<file path="src/rtl/ahb_arb_pkg.sv">
`default_nettype none
// ============================================================================
// Module      : ahb_arb_pkg
// Description : Shared FSM state encoding and arbitration-mode constants for
//               the AHB N-master arbiter.
// Revision    : 1.0 - initial release
// ============================================================================
package ahb_arb_pkg;

    // Bus ownership states: no owner, or exactly one granted master.
    typedef enum logic [0:0] {
        IDLE  = 1'b0,
        OWNED = 1'b1
    } arb_state_e;

    // Arbitration policies selectable through ARB_MODE.
    localparam int ARB_FIXED = 0;
    localparam int ARB_RR    = 1;

endpackage : ahb_arb_pkg
`default_nettype wire

</file>
<file path="src/rtl/rr_pick.sv">
`default_nettype none
// ============================================================================
// Module      : rr_pick
// Description : Combinational winner search. Scans the request vector upward
//               from a start index, wrapping at N, and returns the first set
//               position. A start of 0 gives plain lowest-index priority.
// Revision    : 1.0 - initial release
// ============================================================================
module rr_pick
    import ahb_arb_pkg::*;
#(
    parameter int N  = 4,
    parameter int IW = $clog2(N)
) (
    input  logic [N-1:0]  req_i,
    input  logic [IW-1:0] start_i,
    output logic          valid_o,
    output logic [IW-1:0] idx_o
);

    // First requester at or after start_i in circular order.
    always_comb begin
        int            k;
        logic [IW-1:0] k_idx;
        valid_o = 1'b0;
        idx_o   = '0;
        k       = 0;
        k_idx   = '0;
        for (int i = 0; i < N; i++) begin
            k = int'(start_i) + i;
            if (k >= N) begin
                k = k - N;
            end
            k_idx = IW'(k);
            if (!valid_o && req_i[k_idx]) begin
                valid_o = 1'b1;
                idx_o   = k_idx;
            end
        end
    end

endmodule : rr_pick
`default_nettype wire

</file>
<file path="src/rtl/ahb_arbiter_n.sv">
`default_nettype none
// ============================================================================
// Module      : ahb_arbiter_n
// Description : AHB bus arbiter for NUM_MASTERS masters. Fixed-priority or
//               round-robin selection, locked sequences bounded by MAX_LOCK,
//               unconditional release on error, direct handover between
//               owners and registered grant/master/slave-select outputs.
// Revision    : 1.0 - initial release
// ============================================================================
module ahb_arbiter_n
    import ahb_arb_pkg::*;
#(
    parameter int NUM_MASTERS = 4,
    parameter int SEL_W       = 2,
    parameter int ARB_MODE    = 1,
    parameter int MAX_LOCK    = 4
) (
    input  logic                         hclk,
    input  logic                         hresetn,
    input  logic [NUM_MASTERS-1:0]       hreq,
    input  logic [NUM_MASTERS-1:0]       hlock,
    input  logic [NUM_MASTERS*SEL_W-1:0] sel_in,
    input  logic                         hready_out,
    input  logic                         hresp,
    output logic [NUM_MASTERS-1:0]       hgrant,
    output logic [$clog2(NUM_MASTERS)-1:0] hmaster,
    output logic [SEL_W-1:0]             sel,
    output logic                         bus_busy
);

    localparam int IDX_W = $clog2(NUM_MASTERS);
    // The lock counter only needs to reach MAX_LOCK-1; it saturates there.
    localparam int CNT_W = (MAX_LOCK > 1) ? $clog2(MAX_LOCK) : 1;

    arb_state_e             state_q, state_d;
    logic [NUM_MASTERS-1:0] hgrant_q, hgrant_d;
    logic [IDX_W-1:0]       hmaster_q, hmaster_d;
    logic [IDX_W-1:0]       last_owner_q, last_owner_d;
    logic [SEL_W-1:0]       sel_q, sel_d;
    logic [CNT_W-1:0]       lock_cnt_q, lock_cnt_d;

    logic                   w_tr_done;
    logic                   w_tr_err;
    logic                   w_owner_locked;
    logic                   w_others_req;
    logic                   w_lock_limit;
    logic                   w_force_handover;
    logic [IDX_W-1:0]       w_start;
    logic [NUM_MASTERS-1:0] w_pick_req;
    logic                   w_pick_valid;
    logic [IDX_W-1:0]       w_pick_idx;
    logic [SEL_W-1:0]       w_owner_sel;
    logic [SEL_W-1:0]       w_winner_sel;
    logic                   w_release;

    assign w_tr_done      = hready_out & ~hresp;
    assign w_tr_err       = hready_out &  hresp;
    assign w_owner_locked = hlock[hmaster_q];
    assign w_others_req   = |(hreq & ~hgrant_q);
    assign w_lock_limit   = (MAX_LOCK > 0) && (lock_cnt_q == CNT_W'(MAX_LOCK - 1)) && w_others_req;

    // A locked owner that hits the limit must yield to the waiter, so it is
    // removed from the candidate set (matters for fixed priority).
    assign w_force_handover = (state_q == OWNED) && w_tr_done && w_owner_locked && w_lock_limit;
    assign w_pick_req       = hreq & ~(w_force_handover ? hgrant_q : '0);

    // Round-robin searches from the master after the last owner, so the
    // releasing owner is examined last; fixed priority always starts at 0.
    assign w_start = (ARB_MODE == ARB_RR)
                   ? ((last_owner_q == IDX_W'(NUM_MASTERS - 1)) ? '0 : last_owner_q + IDX_W'(1))
                   : '0;

    assign w_owner_sel  = SEL_W'(sel_in >> (int'(hmaster_q)  * SEL_W));
    assign w_winner_sel = SEL_W'(sel_in >> (int'(w_pick_idx) * SEL_W));

    rr_pick #(
        .N  (NUM_MASTERS),
        .IW (IDX_W)
    ) u_pick (
        .req_i   (w_pick_req),
        .start_i (w_start),
        .valid_o (w_pick_valid),
        .idx_o   (w_pick_idx)
    );

    // Next-state and next-output decode for the ownership FSM.
    always_comb begin
        state_d      = state_q;
        hgrant_d     = hgrant_q;
        hmaster_d    = hmaster_q;
        last_owner_d = last_owner_q;
        sel_d        = sel_q;
        lock_cnt_d   = lock_cnt_q;
        w_release    = 1'b0;

        if (state_q == OWNED) begin
            sel_d = w_owner_sel;
            if (w_tr_err) begin
                w_release = 1'b1;
            end else if (w_tr_done) begin
                if (!w_owner_locked || w_lock_limit) begin
                    w_release = 1'b1;
                end else if ((MAX_LOCK > 0) && (lock_cnt_q != CNT_W'(MAX_LOCK - 1))) begin
                    lock_cnt_d = lock_cnt_q + CNT_W'(1);
                end
            end
            if (!w_owner_locked) begin
                lock_cnt_d = '0;
            end
        end

        if ((state_q == IDLE) || w_release) begin
            lock_cnt_d = '0;
            if (w_pick_valid) begin
                state_d              = OWNED;
                hgrant_d             = '0;
                hgrant_d[w_pick_idx] = 1'b1;
                hmaster_d            = w_pick_idx;
                last_owner_d         = w_pick_idx;
                sel_d                = w_winner_sel;
            end else begin
                state_d  = IDLE;
                hgrant_d = '0;
                sel_d    = '0;
            end
        end
    end

    // State and output registers; reset drops any grant immediately.
    always_ff @(posedge hclk or negedge hresetn) begin
        if (!hresetn) begin
            state_q      <= IDLE;
            hgrant_q     <= '0;
            hmaster_q    <= '0;
            last_owner_q <= IDX_W'(NUM_MASTERS - 1);
            sel_q        <= '0;
            lock_cnt_q   <= '0;
        end else begin
            state_q      <= state_d;
            hgrant_q     <= hgrant_d;
            hmaster_q    <= hmaster_d;
            last_owner_q <= last_owner_d;
            sel_q        <= sel_d;
            lock_cnt_q   <= lock_cnt_d;
        end
    end

    assign hgrant   = hgrant_q;
    assign hmaster  = hmaster_q;
    assign sel      = sel_q;
    assign bus_busy = |hgrant_q;

endmodule : ahb_arbiter_n
`default_nettype wire

</file>
<file path="config.mk">
export PLATFORM = sky130hd
export DESIGN_NAME = ahb_arbiter_n
export DESIGN_NICKNAME = d
export VERILOG_FILES = /design/src/rtl/ahb_arb_pkg.sv /design/src/rtl/rr_pick.sv /design/src/rtl/ahb_arbiter_n.sv
export SDC_FILE = /design/constraint.sdc
export NUM_CORES = 1
export LEC_CHECK = 0
export CAP_MARGIN = 20
export CORE_ASPECT_RATIO = 0.75
export CORE_MARGIN = 5
export CORE_UTILIZATION = 49
export DETAILED_ROUTE_END_ITERATION = 6
export HOLD_SLACK_MARGIN = 0.12
export PLACE_DENSITY = 0.8
export SLEW_MARGIN = 40
export SYNTH_ARGS = -nofsm -noshare
export SYNTH_HDL_FRONTEND = slang
export SYNTH_HIERARCHICAL = 1
export SYNTH_SLANG_ARGS = --single-unit
</file>
<file path="constraint.sdc">
create_clock -name hclk -period 4.5 [get_ports hclk]
set_input_delay 0.9 -clock hclk [delete_from_list [all_inputs] [get_ports hclk]]
set_output_delay 0.9 -clock hclk [all_outputs]
set_load 0.05 [all_outputs]
</file>
==> results.py <==
metrics = {
    "floorplan": {
        "start_util_pct": 52.7,
        "fp-row-count": 13,
        "die_x_um": 60.4,
        "die-area_um2": 2890,
        "io_pins": 29,
        "die_y_um": 47.8,
        "core_um2": 1770,
    },
    "cells_and_area": {
        "multi_input_area_um2": 573,
        "antenna_cells": 0,
        "areaGrowthSynthToFinish_pct": 35.7,
        "final_cell_area_um2": 1270,
        "fin_nets": 136,
        "final_core_util_pct": 71.6,
        "regArea_um2": 328,
        "fillCellCount": 143,
        "layout-drive-gt1-share_pct": 21.2,
    },
    "sta": {
        "rsz0062_at_grt": "false",
        "fin_crit_sh_pct": 82.7,
        "worst_clock_skew_ps": 6.55,
        "slew_headroom_pct": 58.7,
        "fmax_ghz": 0.269,
        "fin_crit_ps": 3720,
        "slew_violations": 0,
        "setup_viol": 0,
        "tns_ps": 0,
        "hold_slack_ps": 583,
        "hold_viol": 0,
        "tightest_slew_ps": 617,
    },
    "synthesis": {
        "syn_nets": 104,
        "ys_ff_latch": 13,
        "ys_types": 33,
        "seq_area_frac_synth_pct": 35.1,
        "ys_warn_count": 6,
        "syn_inst": 82,
        "netlist_area_um2": 935,
        "avgSynthCellArea_um2": 11.4,
    },
    "clocking": {
        "cts_setup_buffers": 0,
        "path_clk_slew_ps": 80,
        "cts_root_buf": "clkbuf_4",
        "cts_tree": "yes",
        "hold_buffers": 0,
        "htreeDepth": 1,
        "cts_resized": 0,
        "numCtsBuffers": 3,
        "clock-sinks": 13,
        "clkLatencyLatePin_ps": 270,
        "clock_tree.buffer_depth": 2,
    },
    "setup_path": {
        "required_ps": 4640,
        "critPathMaxStageDelay_ps": 530,
        "timing.rr.start": "hmaster[0]",
        "crit_arrival_ps": 3860,
        "path_max_fanout": 8,
        "crit_start": "hlock[0]",
        "cpMostUsedCell": "mux4_2",
        "crit_path_end_kind": "flip-flop",
        "crit_slowest_cell": "mux4_2",
        "path_cells": "clkdlybuf4s50_1 -> mux4_2 -> and3_2 -> a21boi_0 -> inv_1 -> a221o_1 -> a21oi_1 -> buf_4 -> mux4_2 -> nand2_1 -> mux2i_1",
        "critPathKind": "in -> reg",
        "worst_setup_path_start_kind": "primary input",
    },
    "placement": {
        "port_buffers": 28,
        "placed_area_um2": 1240,
        "dp_hpwl_mm": 1.72,
        "place.gp.congestion": 0.938,
    },
    "grt": {
        "grt_max_degree": 14,
        "gr-total-overflow": 0,
        "grt_usage_pct": 16.5,
        "antenna_found_initial": 0,
        "grt_pass1_wl_mm": 3.38,
        "first_global_vias": 770,
    },
    "route": {
        "vias": 775,
        "first_pass_iters": 4,
        "remaining_drc_errors": 0,
        "routed_wl_mm": 2.11,
        "routedWlPerCell_um": 15.6,
        "final_antenna_net_count": 0,
        "vias_per_cell": 5.74,
        "drt_iter0_drc": 27,
    },
    "worst_hold_path": {
        "hold_path.class": "reg -> reg",
        "min_from": "hgrant[1]",
    },
    "outcome": {
        "outcome": "finished clean",
    },
    "power_and_ir_drop": {
        "power_leakage_nw": 0.556,
        "ir_worst_vdd_uv": 478,
        "p_per_area_nw_per_um2": 639,
        "power_uw": 811,
    },
    "job": {
        "drv_cap": 0,
    },
}
path summary, 6_finish.rpt:
| check | to | slack, ps | depth (start not counted) |
|---|---|---|---|
| max in group asynchronous | lock_cnt_q[1] | 3090 | 1 |
| hold reg to reg | hgrant[1] | 580 | 1 |
| min in group asynchronous | hmaster[0] | 1010 | 1 |
| hold / removal | hgrant[1] | 580 | 1 |
| setup reg to reg | sel[1] | 1300 | 10 |
| setup / recovery | sel[1] | 780 | 11 |
final cells by class:
| cell class | count | area share [%] |
|---|---|---|
| Clock buffer | 4 | 2.07 |
| Inverter | 7 | 2.07 |
| Multi-Input combinational cell | 60 | 45.2 |
| Sequential cell | 13 | 25.8 |
| Tap cell | 22 | 2.17 |
| Timing Repair Buffer | 29 | 22.7 |
metal layers:
metal | vias to the layer above | track usage [%] | routed length [um]
met3 | 4 | 4.31 | 192
met2 | 42 | 28.4 | 970
met1 | 366 | 21.2 | 935
li1 | 363 | - | -
met4 | 0 | 3.90 | 9
met5 | - | 0 | 0
Yosys cell counts:
library cell	number	share of area, %
dfrtp_1	11	29
inv_1	6	2.4
nand2_1	6	2.4
nand2b_1	5	3.3
nor2_1	5	2.0
a21boi_0	4	3.2
a21oi_1	4	2.1
mux2_2	4	4.8
mux2_4	4	6.4
mux2i_1	3	3.2
mux4_2	3	7.2
clkbuf_1	2	0.80
dfstp_2	2	5.6
ha_1	2	2.7
mux4_1	2	5.6
nor4b_1	2	1.9
a221o_1	1	1.1
a41oi_2	1	1.7
and3_1	1	0.67
and3_2	1	0.80
inv_2	1	0.40
nand3_1	1	0.53
nand3b_1	1	0.80
nor2_4	1	1.2
nor3_4	1	1.7
nor3b_1	1	0.80
o21ai_0	1	0.53
o221ai_1	1	0.94
o31ai_4	1	2.3
or2_2	1	0.67
or2b_1	1	0.80
or4_1	1	0.80
xnor2_1	1	0.94
worst max-delay path, delay by kind of cell:
family / cells / cell delay (ps)
buffers and inverters: 3 / 700
and+or+nand+nor: 2 / 330
AOI/OAI and AO/OA: 3 / 830
muxes: 3 / 1100
sequential cells by signal (all words and copies together), names as in the netlist:
register and cells:
hmaster 2, last_owner_q 2, sel 2, lock_cnt_q 2, state_q 1, hgrant 4
metrics by stage:
step | setup slack [ps] | std cells
floorplan | 986 | 82
global placement | 597 | 131
detailed placement | 513 | 131
CTS | 793 | 135
global route | 612 | 135
finish | 778 | 135
kinds of logic after synthesis:
kind of cell	Yosys count	synth area share [%]
and+or+nand+nor	28	18.5
muxes	16	27.3
AOI/OAI and AO/OA	13	11.9
DFF	13	35.1
buffers and inverters	9	3.61
adders and majority gates	2	2.68
xor gates and xnor gates	1	0.937
placed cells by master, fill, tap and decap left out, drive strengths merged, types with 2 or more instances in the layout:
cell and n:
clkdlybuf4s50 28, inv 7, dfrtp 11, and3 2, nor4b 2, nand2b 5, mux2 8, clkbuf 4
nand2 6, a21oi 4, a21boi 4, dfstp 2, mux2i 3, nor2 6, ha 2, mux4 5
power by group:
part	leakage, nW	total (mW)	internal, mW	switching [mW]
Clock	0.0150	0.0710	0.0343	0.0367
Sequential	0.157	0.209	0.169	0.0408
Combinational	0.384	0.530	0.242	0.288
Total	0.556	0.811	0.445	0.366
(Power assumes the default switching activity.)
